**src/rtl/e1of4_register_responder.sv**
```systemverilog
// e1of4_register_responder
// Clocked register side of the e1of4 READ / WRITE / READ+WRITE token protocol.
// Holds one 2-bit value. A 1of3 control token on Cx selects the operation.
// Writes take a 1of4 data token on Tx, and reads return a 1of4 token on Rx.
// All channels use four-phase return-to-zero handshakes with active-high enables.
//
// Parameters:
//   INIT  value loaded into the register on reset
//   DW    stored data width; must be 2 (1of4 encoding)
//
// Ports:
//   CLK    in   clock, rising edge
//   RESET  in   synchronous active-high reset
//   Cx     in   [2:0] control 1of3: bit0=READ, bit1=WRITE, bit2=READ+WRITE
//   Cxe    out  control enable (1=ready, 0=token acknowledged)
//   Tx     in   [3:0] write data 1of4
//   Txe    out  data enable
//   Rx     out  [3:0] read data 1of4
//   Rxe    in   read-channel enable from the consumer
//   ERR    out  sticky protocol-error flag, cleared only by reset
//
// Optional build macro E1OF4_REGISTER_RESPONDER_SYNC_EN:
//   Defined: Cx, Tx and Rxe each pass through a 2-flop synchronizer.
//            Every latency grows by two edges.
//
// state | meaning
// ------+----------------------------------------------------------
// IDLE  | waiting for a control token on Cx
// SEND  | read pending, waiting for Rxe high before driving Rx
// RACK  | Rx driven, waiting for Rxe low to return Rx to neutral
// DATA  | waiting for a write token on Tx
// ACK   | drop Cxe (and Txe for writes) together on one edge
// NEUT  | waiting for the inputs to return to neutral, then re-enable
module e1of4_register_responder #(
   parameter logic [1:0] INIT = 2'b00,
   parameter int         DW   = 2
) (
   input  logic       CLK,
   input  logic       RESET,
   input  logic [2:0] Cx,
   output logic       Cxe,
   input  logic [3:0] Tx,
   output logic       Txe,
   output logic [3:0] Rx,
   input  logic       Rxe,
   output logic       ERR
);

   generate
      if (DW != 2) begin : g_dw_check
         $error("e1of4_register_responder: DW must be 2");
      end
   endgenerate

   typedef enum logic [2:0] {
      IDLE = 3'd0,
      SEND = 3'd1,
      RACK = 3'd2,
      DATA = 3'd3,
      ACK  = 3'd4,
      NEUT = 3'd5
   } state_t;

   logic [2:0] cx_i;
   logic [3:0] tx_i;
   logic       rxe_i;

`ifdef E1OF4_REGISTER_RESPONDER_SYNC_EN
   logic [2:0] cx_s1_q, cx_s2_q;
   logic [3:0] tx_s1_q, tx_s2_q;
   logic       rxe_s1_q, rxe_s2_q;

   always_ff @(posedge CLK) begin
      if (RESET) begin
         cx_s1_q  <= '0;
         cx_s2_q  <= '0;
         tx_s1_q  <= '0;
         tx_s2_q  <= '0;
         rxe_s1_q <= 1'b0;
         rxe_s2_q <= 1'b0;
      end else begin
         cx_s1_q  <= Cx;
         cx_s2_q  <= cx_s1_q;
         tx_s1_q  <= Tx;
         tx_s2_q  <= tx_s1_q;
         rxe_s1_q <= Rxe;
         rxe_s2_q <= rxe_s1_q;
      end
   end

   assign cx_i  = cx_s2_q;
   assign tx_i  = tx_s2_q;
   assign rxe_i = rxe_s2_q;
`else
   assign cx_i  = Cx;
   assign tx_i  = Tx;
   assign rxe_i = Rxe;
`endif

   function automatic logic onehot3(input logic [2:0] v);
      return (v != 3'd0) && ((v & (v - 3'd1)) == 3'd0);
   endfunction

   function automatic logic onehot4(input logic [3:0] v);
      return (v != 4'd0) && ((v & (v - 4'd1)) == 4'd0);
   endfunction

   function automatic logic [1:0] index4(input logic [3:0] v);
      logic [1:0] idx;
      case (v)
         4'b0010: idx = 2'd1;
         4'b0100: idx = 2'd2;
         4'b1000: idx = 2'd3;
         default: idx = 2'd0;
      endcase
      return idx;
   endfunction

   state_t     state_q, state_d;
   logic [2:0] ctrl_q, ctrl_d;
   logic [1:0] reg_q, reg_d;
   logic [3:0] rx_q, rx_d;
   logic       cxe_q, cxe_d;
   logic       txe_q, txe_d;
   logic       err_q, err_d;

   always_ff @(posedge CLK) begin
      if (RESET) begin
         state_q <= IDLE;
         ctrl_q  <= '0;
         reg_q   <= INIT;
         rx_q    <= '0;
         cxe_q   <= 1'b1;
         txe_q   <= 1'b1;
         err_q   <= 1'b0;
      end else begin
         state_q <= state_d;
         ctrl_q  <= ctrl_d;
         reg_q   <= reg_d;
         rx_q    <= rx_d;
         cxe_q   <= cxe_d;
         txe_q   <= txe_d;
         err_q   <= err_d;
      end
   end

   // ctrl_q[0] set means a plain READ; READ+WRITE still needs the data phase.
   always_comb begin
      state_d = state_q;
      ctrl_d  = ctrl_q;
      reg_d   = reg_q;
      rx_d    = rx_q;
      cxe_d   = cxe_q;
      txe_d   = txe_q;
      err_d   = err_q;
      case (state_q)
         IDLE: begin
            if (onehot3(cx_i)) begin
               ctrl_d  = cx_i;
               state_d = cx_i[1] ? DATA : SEND;
            end else if (cx_i != 3'd0) begin
               err_d = 1'b1;
            end
         end
         SEND: begin
            if (rxe_i) begin
               rx_d    = 4'b0001 << reg_q;
               state_d = RACK;
            end
         end
         RACK: begin
            if (!rxe_i) begin
               rx_d    = 4'b0000;
               state_d = ctrl_q[0] ? ACK : DATA;
            end
         end
         DATA: begin
            if (onehot4(tx_i)) begin
               reg_d   = index4(tx_i);
               state_d = ACK;
            end else if (tx_i != 4'd0) begin
               err_d = 1'b1;
            end
         end
         ACK: begin
            // Both enables must fall together: the transmitter waits for
            // both before returning either channel to neutral.
            cxe_d = 1'b0;
            if (!ctrl_q[0]) txe_d = 1'b0;
            state_d = NEUT;
         end
         NEUT: begin
            // A Tx token left pending during a READ must not block completion.
            if ((cx_i == 3'd0) && ((tx_i == 4'd0) || ctrl_q[0])) begin
               cxe_d   = 1'b1;
               txe_d   = 1'b1;
               state_d = IDLE;
            end
         end
         default: state_d = IDLE;
      endcase
   end

   assign Cxe = cxe_q;
   assign Txe = txe_q;
   assign Rx  = rx_q;
   assign ERR = err_q;

endmodule
```
**config.mk**
```make
export PLATFORM = sky130hd
export DESIGN_NAME = e1of4_register_responder
export DESIGN_NICKNAME = d
export VERILOG_FILES = /design/src/rtl/e1of4_register_responder.sv
export SDC_FILE = /design/constraint.sdc
export NUM_CORES = 1
export LEC_CHECK = 0
export BUFFER_PORTS_ARGS = -buffer_cell sky130_fd_sc_hd__buf_4
export CELL_PAD_IN_SITES_DETAIL_PLACEMENT = 1
export CELL_PAD_IN_SITES_GLOBAL_PLACEMENT = 2
export CORE_ASPECT_RATIO = 0.8
export CORE_MARGIN = 3
export CORE_UTILIZATION = 32
export CTS_BUF_LIST = sky130_fd_sc_hd__clkbuf_8
export DETAILED_ROUTE_END_ITERATION = 16
export PLACE_DENSITY = 0.84
export RECOVER_POWER = 25
export SYNTH_ARGS = -nofsm -noshare
export SYNTH_HDL_FRONTEND = slang
export SYNTH_SLANG_ARGS = --single-unit
```
**constraint.sdc**
```tcl
create_clock -name CLK -period 2.4 [get_ports CLK]
set_input_delay 0.6 -clock CLK [delete_from_list [all_inputs] [get_ports CLK]]
set_output_delay 0.6 -clock CLK [all_outputs]
set_load 0.1 [all_outputs]
```
Yosys cells after proc, flatten, opt, wreduce, memory -nomap -nowiden
Cells that the tools add are included.
W data, S select, Z words.
{ "word_totals": {"out_inout_bits": 7, "ff_bits": 13} }
{ "classes": {"mux": 21, "n_reduce_logical": 21, "n_eq_ne": 18, "shift": 1, "add_sub_neg": 2, "bitwise_logic": 2} }
{ "op_table": {"columns": ["op", "count"], "rows": [
  ["$ne A2 B2 Y1 const B", 10],
  ["$mux W3", 6],
  ["$pmux W3 S6", 1],
  ["$reduce_and A5 Y1", 2],
  ["$logic_not A3 Y1", 3],
  ["$logic_not A4 Y1", 2],
  ["$mux W4", 2],
  ["$pmux W4 S2", 1],
  ["$eq A3 B2 Y1 const B", 2],
  ["$eq A3 B3 Y1 const B", 2],
  ["$mux W1", 6],
  ["$pmux W1 S2", 3],
  ["$pmux W2 S3", 1],
  ["$reduce_and A2 Y1", 3],
  ["$reduce_and A3 Y1", 2],
  ["$reduce_bool A2 Y1", 3],
  ["$and A4 B4 Y4", 1],
  ["$eq A4 B2 Y1 const B", 1],
  ["$eq A4 B3 Y1 const B", 1],
  ["$eq A4 B4 Y1 const B", 1],
  ["$reduce_bool A4 Y1", 1],
  ["$shl A1 B2 Y4 const A", 1],
  ["$sub A4 B1 Y4 const B", 1],
  ["$and A3 B3 Y3", 1],
  ["6 further kinds", 8]
]} }

Longest topological paths before layout
Gate-level depths: netlist of the first run.
{ "logic_depth": {"depth_word": 6, "ltp_mapped": 6, "mapped_depth_nobuf": 5} }

Worst setup path before layout of the first run
No wires, ideal clock.
{ "synth_timing": {"path_type": "in2reg", "start": "input port Tx[1]", "end": "register state_q[1]", "required_time_ns": 2.329, "t_arrival_ns": 1.917, "stages": 6, "slack_ns": 0.413, "setup_ns": 0.071, "path_cell_list": "buf_6 -> nor4_2 -> o21ai_1 -> a32o_2 -> or4_1 -> a21oi_1"} }
{ "synth_via": {"elab_chain_len": 6, "word_cells_on_any_way": 11, "classes_between": "add/sub: 1; eq/ne: 2; bitwise: 1; reduce/logical: 7"} }
{ "synth_rtl": {"columns": ["element", "line", "text"], "rows": [
  ["from (decl)", "42", "input logic [3:0] Tx,"],
  ["$sub A4 B1 Y4", "105", "return (v != 4'd0) && ((v & (v - 4'd1)) == 4'd0);"],
  ["$and A4 B4 Y4", "105", null],
  ["$logic_not A4 Y1", "105", null],
  ["$logic_and A1 B1 Y1", "105", null],
  ["$ne A2 B2 Y1 (no line)", null, null],
  ["$reduce_and A5 Y1 (no line) (*)", null, null],
  ["to (signal assigned)", "137", "state_q <= state_d;"],
  ["to (decl)", "119", "state_t state_q, state_d;"]
]} }
Mark *: on every way between the ends. The rest lies on a longest branch, timed or not.
A chain may end at the register's enable or synchronous reset.

Final worst setup path of the first run
{ "layout_timing": {"start": "input port Tx[0]", "end": "register state_q[1]"} }
Same word-level chain as after synthesis.

==> impl_results.md, run 1 <==
- Result of the run: finished, final reports clean
- Maximum VDD drop: 0.2672 mV
- GR Layer Usage met1: 18.94%
- Number of resized instances in the post-cts repair step: 0
- Drt first-iter violations: 34
- Worst setup path category: input pin to flop
- Worst Hold Path EP: Rx[3]
- Crit path required time: 2580 ps
- Crit Path Max Fanout: 11
- Clock root buffer: clkbuf_8
- Global routing met2 resource utilization: 23.46%
- Starting utilization of the core area: 34.42%
- Synthesized Nets: 121
- Setup Fix Bufs, Post-CTS: 0
- Cell depth of the worst min-delay path: 2
- Number of global-route vias before repair: 855
- Area overhead of the layout relative to synthesis: 18.30%
- Final Critical Period: 2038 ps
- Buffers & Inverters on Critical Path: 1
- Launch instance of the worst register-to-register path: state_q[1]
- Worst-case register-to-register setup slack: 550 ps
- Sinks on Clock Net: 13
- Period utilization: 84.91%
- Max-slew violation count: 0
- Hold_buf cts: 0
- Core region area: 0.002522 mm²
- Routed via count divided by cell count: 5.286
- Top cells by instance count after synthesis: dfxtp_1, nor2_1, a21oi_1, o21ai_0, nor3_1
- Fmax: 490.7 MHz
- Routed wire length: 2.201 mm
- Setup clock skew after layout: 7.488 ps
- Type of element launching the critical path: input pin
- Total number of H-tree levels: 1
- Leakage power: 0.0003662 µW
- Row count: 16
- Fraction of layout cells with a size suffix above 1: 16.00%
- Clock Pin Slew Worst Setup and Hold Paths: 60 ps
- Slowest cell on the critical path: or4_1
- Count of max-cap constraint violations: 0
- Utilization after layout: 40.72%
- Most used DFF post-synth: dfxtp_1
- Antenna diodes: 0
- Sequential share of the synthesized area: 29.97%
- Asr flop ratio synth: 0%
- Chip height: 52.59 µm
- Cells taking the most area after synthesis: dfxtp_1, a21oi_1, o21ai_0
- Endpoint class of the critical path: flop
- Synth warnings: 0
- Number of synthesized register bits: 13
- Cell Area, Synth: 868.3 µm²
- Wire per inst: 13.67 µm
- Slowest stage delay, CP: 460 ps
- Start point of the worst hold path: Rx[3]
- Mean post-synth cell area: 7.823 µm²
- Via count: 851
- Fin nets: 136
- Library cell occupying the most area in the post-synthesis netlist: dfxtp_1
- Final setup TNS: 0 ps
- HP Class: flop to flop
- Worst-path cell chain: clkbuf_1, nor4_2, o21ai_0, a32o_2, or4_1, a21oi_1
- Crit Reg-Reg Endpoint: state_q[1]
- Final hold viol count: 0
- Tot GR Track Use: 14.49%
- Latest clock arrival within the worst-skew pair: 240 ps
- Final setup violating endpoints: 0
- Fraction of post-synthesis cell area in the top cell type by area: 29.97%
- Signal arrival time at the worst endpoint: 2220 ps
- Die span in x: 64.24 µm
- Total die area: 0.003378 mm²
- First-pass detailed-route iteration total: 4
- Cell count of the worst reg-to-reg path: 5
- Unrepaired setup endpoints after global routing: no
- DRC violation count after routing: 0
- Number of synthesized flops with an enable pin: 0
- Instance count on the critical path: 6
- Number of clock buffers inserted by TritonCTS: 3
- IO Count: 17
- Slew at the pin closest to its max-slew limit: 1160 ps
- Number of library cell types mapped by synthesis: 38
- IO buf count: 16
- Met3 track demand over resource in global routing: 1.288%
- Routability cong.: 0.7500
- Cells after synthesis: 111
- Global routing's busiest layer: met2
- Max Root-Sink Buffers: 2
- Headroom to the max-slew limit: 23.00%
- Number of antenna violations at the first check in global routing: 0
- Largest delay contributor family on the critical path: simple AND/OR/NAND/NOR gates
- Total gr overflow: 0
- Half-perimeter wire length after detailed placement: 1.601 mm
- Wire length of the first global-routing pass: 3.843 mm
- TritonCTS clock tree: built
- Antenna Violating Nets Remaining: 0
- Power Density: 918.0 mW/mm²
- Pin count of the biggest net entering global routing: 16
[per-layer routing]
metal	wire, µm	vias up
li1	-	432
met1	1140	403
met2	989	14
met3	48	2
met4	21	0
met5	0	-
[tightest hold or removal path, delay by kind of cell, from the launching register on]
family          cells  cell delay [ps]
compound gates      1               50
flops               1              310
simple gates        1               60
[per-stage QoR]
| step | instance area, µm² | cells | total power, µW | hold WS (ps) | worst slack, ps |
|---|---|---|---|---|---|
| 6_report | 1027 | 161 | 943.0 | 468.6 | 362.1 |
| 5_1_grt | 1027 | 161 | 1014 | 499.8 | 274.9 |
| 3_3_place_gp | 997.2 | 157 | 759.8 | 457.5 | 306.4 |
| 2_1_floorplan | 868.3 | 111 | 660.3 | 486.4 | 412.5 |
| 4_1_cts | 1042 | 161 | 969.1 | 477.6 | 534.8 |
| 3_5_place_dp | 997.2 | 157 | 770.4 | 468.6 | 277.6 |
[power by group]
| part | switching, µW | internal [µW] |
|---|---|---|
| Combinational | 320 | 152 |
| Clock | 78.6 | 113 |
| Sequential | 27.2 | 253 |
| Total | 425 | 518 |
[cell usage in the layout, fill, tap and decap left out, drive strengths merged, types with 2 or more instances in the layout]
cell type	instances
xor2	3
nor2b	2
mux2i	4
nand2b	6
clkbuf	7
inv	2
o22ai	2
o31ai	2
nand2	5
buf	14
dfxtp	13
nor2	13
or3	2
xnor2	2
a211oi	2
o21ai	11
a21oi	10
nor3	7
nand3b	2
[cells by family (layout without fill, tap and decap cells)]
kind of cell	Yosys count	in the layout	share of synthesized area [%]
multiplexers	4	4	4.611
AND/OR/NAND/NOR	46	46	29.83
AO/OA/AOI/OAI	33	33	23.05
flip-flops	13	13	29.97
adder cells (fa/ha/maj)	1	1	1.153
XOR/XNOR	5	5	5.044
buffers and inverters	9	23	6.340
[worst max path at each step]
stage,start,endpoint,slack [ps]
CTS,Tx[1],state_q[1],530
finish,Tx[0],state_q[1],360
detailed placement,Tx[1],state_q[1],280
floorplan,Tx[1],state_q[1],410
global route,Tx[0],state_q[1],270
global placement,Tx[1],state_q[1],310
[state kept, by name, indices dropped and copies added (netlist names)]
| register | cells |
|---|---|
| Cxe | 1 |
| ERR | 1 |
| Rx | 4 |
| Txe | 1 |
| ctrl_q | 1 |
| reg_q | 2 |
| state_q | 3 |
[layout make-up]
cell class / instances / area, µm²
inverter: 1 / 3.754
fill: 332 / 1495
sequential: 13 / 260.3
timing repair buffer: 18 / 120.1
multi-input combinational: 89 / 553.0
clock inverter: 1 / 3.754
tap: 36 / 45.04
clock buffer: 3 / 41.29
Note: power is estimated with default switching activity, not from simulation.
==> inputs of run 2 (changes only) <==
Clock period 2.4 ns to 1.89 ns, I/O delays scaled along.
==> impl_results.md, run 2 (synthesized netlist as in run 1, its figures left out) <==
- Latest clock arrival within the worst-skew pair: 250 ps
- Commonest non-fill, non-tap cells in the layout: buf_4, dfxtp_1, nor2_1
- Maximum VDD drop: 0.3415 mV
- Fmax: 587.5 MHz
- Crit Path Max Fanout: 4
- Total number of H-tree levels: 1
- Slowest stage delay, CP: 460 ps
- TritonCTS clock tree: built
- Final hold viol count: 0
- Max-slew violation count: 0
- Largest delay contributor family on the critical path: simple AND/OR/NAND/NOR gates
- Crit path required time: 2070 ps
- Worst-case register-to-register setup slack: 260 ps
- Cell count of the worst reg-to-reg path: 6
- Number of antenna violations at the first check in global routing: 0
- Headroom to the max-slew limit: 64.10%
- Endpoint class of the critical path: flop
- Worst setup path category: input pin to flop
- Number of flip-flops under the largest register name: 4
- Wire length of the first global-routing pass: 4.174 mm
- Buffers & Inverters on Critical Path: 1
- Number of clock buffers inserted by TritonCTS: 3
- Leakage power: 0.0004195 µW
- Half-perimeter wire length after detailed placement: 1.850 mm
- Antenna diodes: 0
- Standard cell area after detailed placement: 0.001065 mm²
- Part of the power in combinational logic: 51.1%
- Max Root-Sink Buffers: 2
- Pin count of the biggest net entering global routing: 16
- Starting utilization of the core area: 34.42%
- Area overhead of the layout relative to synthesis: 26.51%
- Final Cell Area: 0.001099 mm²
- Worst-path cell chain: buf_4, nor4_2, o21ai_0, a32o_2, or4_1, a21oi_1
- Result of the run: finished, final reports clean
- Antenna Violating Nets Remaining: 0
- Sinks on Clock Net: 13
- Setup clock skew after layout: 3.751 ps
- HP Class: flop to flop
- Number of resized instances in the post-cts repair step: 0
- IO Count: 17
- Flop pwr share: 28.9%
- Die span in x: 64.24 µm
- Row count: 16
- Period utilization: 90.05%
- Final setup violating endpoints: 0
- DRC violation count after routing: 0
- Crit Reg-Reg Endpoint: Rx[2]
- Tot GR Track Use: 16.01%
- Drt first-iter violations: 45
- Internal power summed over all cells: 699.1 µW
- Portion of total power attributed to the clock network: 20.0%
- Total die area: 0.003378 mm²
- Routed via count divided by cell count: 5.312
- Start point of the worst hold path: Rx[3]
- Cell depth of the worst min-delay path: 2
- Final Critical Period: 1702 ps
- Slew at the pin closest to its max-slew limit: 540.8 ps
- Utilization after layout: 43.55%
- Signal arrival time at the worst endpoint: 1880 ps
- Count of max-cap constraint violations: 0
- Routed wire length: 2.447 mm
- Launch instance of the worst register-to-register path: state_q[0]
- Finished Layout Cells: 170
- Layout filler cell count: 335
- Clock root buffer: clkbuf_8
- Slowest cell on the critical path: or4_1
- Hold_buf cts: 0
- Commonest non-fill, non-tap cell in the layout: buf_4
- Worst Hold Path EP: Rx[3]
- Switching share of power: 44.30%
- Total gr overflow: 0
- Unrepaired setup endpoints after global routing: no
- Power Density: 1143 mW/mm²
- Chip height: 52.59 µm
- Fraction of layout cells with a size suffix above 1: 23.88%
- Core region area: 0.002522 mm²
- Setup Fix Bufs, Post-CTS: 0
- First-pass detailed-route iteration total: 4
- Type of element launching the critical path: input pin
- Number of global-route vias before repair: 896
- Placed cells: 166
- IO buf count: 16
- NetSw: 556.1 µW
- Wire per inst: 14.39 µm
- Fin nets: 145
- Via count: 903
- Routability cong.: 0.7745
- Clock Pin Slew Worst Setup and Hold Paths: 60 ps
## run 2: area by class of cell
class / instances / area [µm²] / area share, %
clock buffers: 3 / 41.29 / 3.759
well taps: 36 / 45.04 / 4.100
multi-input cells: 89 / 553.0 / 50.34
repair buffers: 27 / 191.4 / 17.43
inverters: 1 / 3.754 / 0.3417
flip-flops and latches: 13 / 260.3 / 23.69
clock inverters: 1 / 3.754 / 0.3417
## run 2: per-stage QoR
| step | hold slack [ps] | worst slack (ps) | power [µW] | setup TNS, ps |
|---|---|---|---|---|
| finish | 472.9 | 188.0 | 1255 | 0 |
| global route | 510.4 | 63.14 | 1342 | 0 |
| CTS | 481.7 | 215.5 | 1276 | 0 |
| detailed placement | 473.1 | -43.76 | 1015 | -43.76 |
| global placement | 458.5 | -5.272 | 1005 | -5.272 |
| floorplan | 486.4 | 30.05 | 838.5 | 0 |
## run 2: metal layers
layer | share of wire (%) | vias up | GRT usage, %
met5 | 0 | - | 0
met4 | 1.8 | 0 | 6.316
met3 | 3.7 | 5 | 2.146
met1 | 49 | 426 | 20.59
li1 | - | 450 | -
met2 | 45 | 22 | 27.23
## run 2: worst max-delay path by stage
stage,slack (ps),start,endpoint,depth (start not counted)
final,190,Tx[1],state_q[1],6
after detailed placement,-40,Tx[1],state_q[1],6
after global placement,-5,Tx[1],state_q[1],6
after global routing,60,Tx[1],state_q[1],6
after floorplan,30,Tx[1],state_q[1],6
after CTS,220,Tx[1],state_q[1],6
## run 2: power groups by stage
stage                     Combinational (µW)  Sequential, µW  Clock (µW)
after floorplan                          329             510           0
after global placement                   640             365           0
after detailed placement                 649             366           0
after CTS                                652             362         262
after global routing                     700             371         272
final                                    641             362         252
## run 2: worst reg2reg max path, cell delays in order, from the launching register on
cell and delay, ps:
dfxtp_1 350, buf_4 200, inv_1 120, nand3b_1 90, a21oi_1 440, mux2i_1 270
nor2_1 60
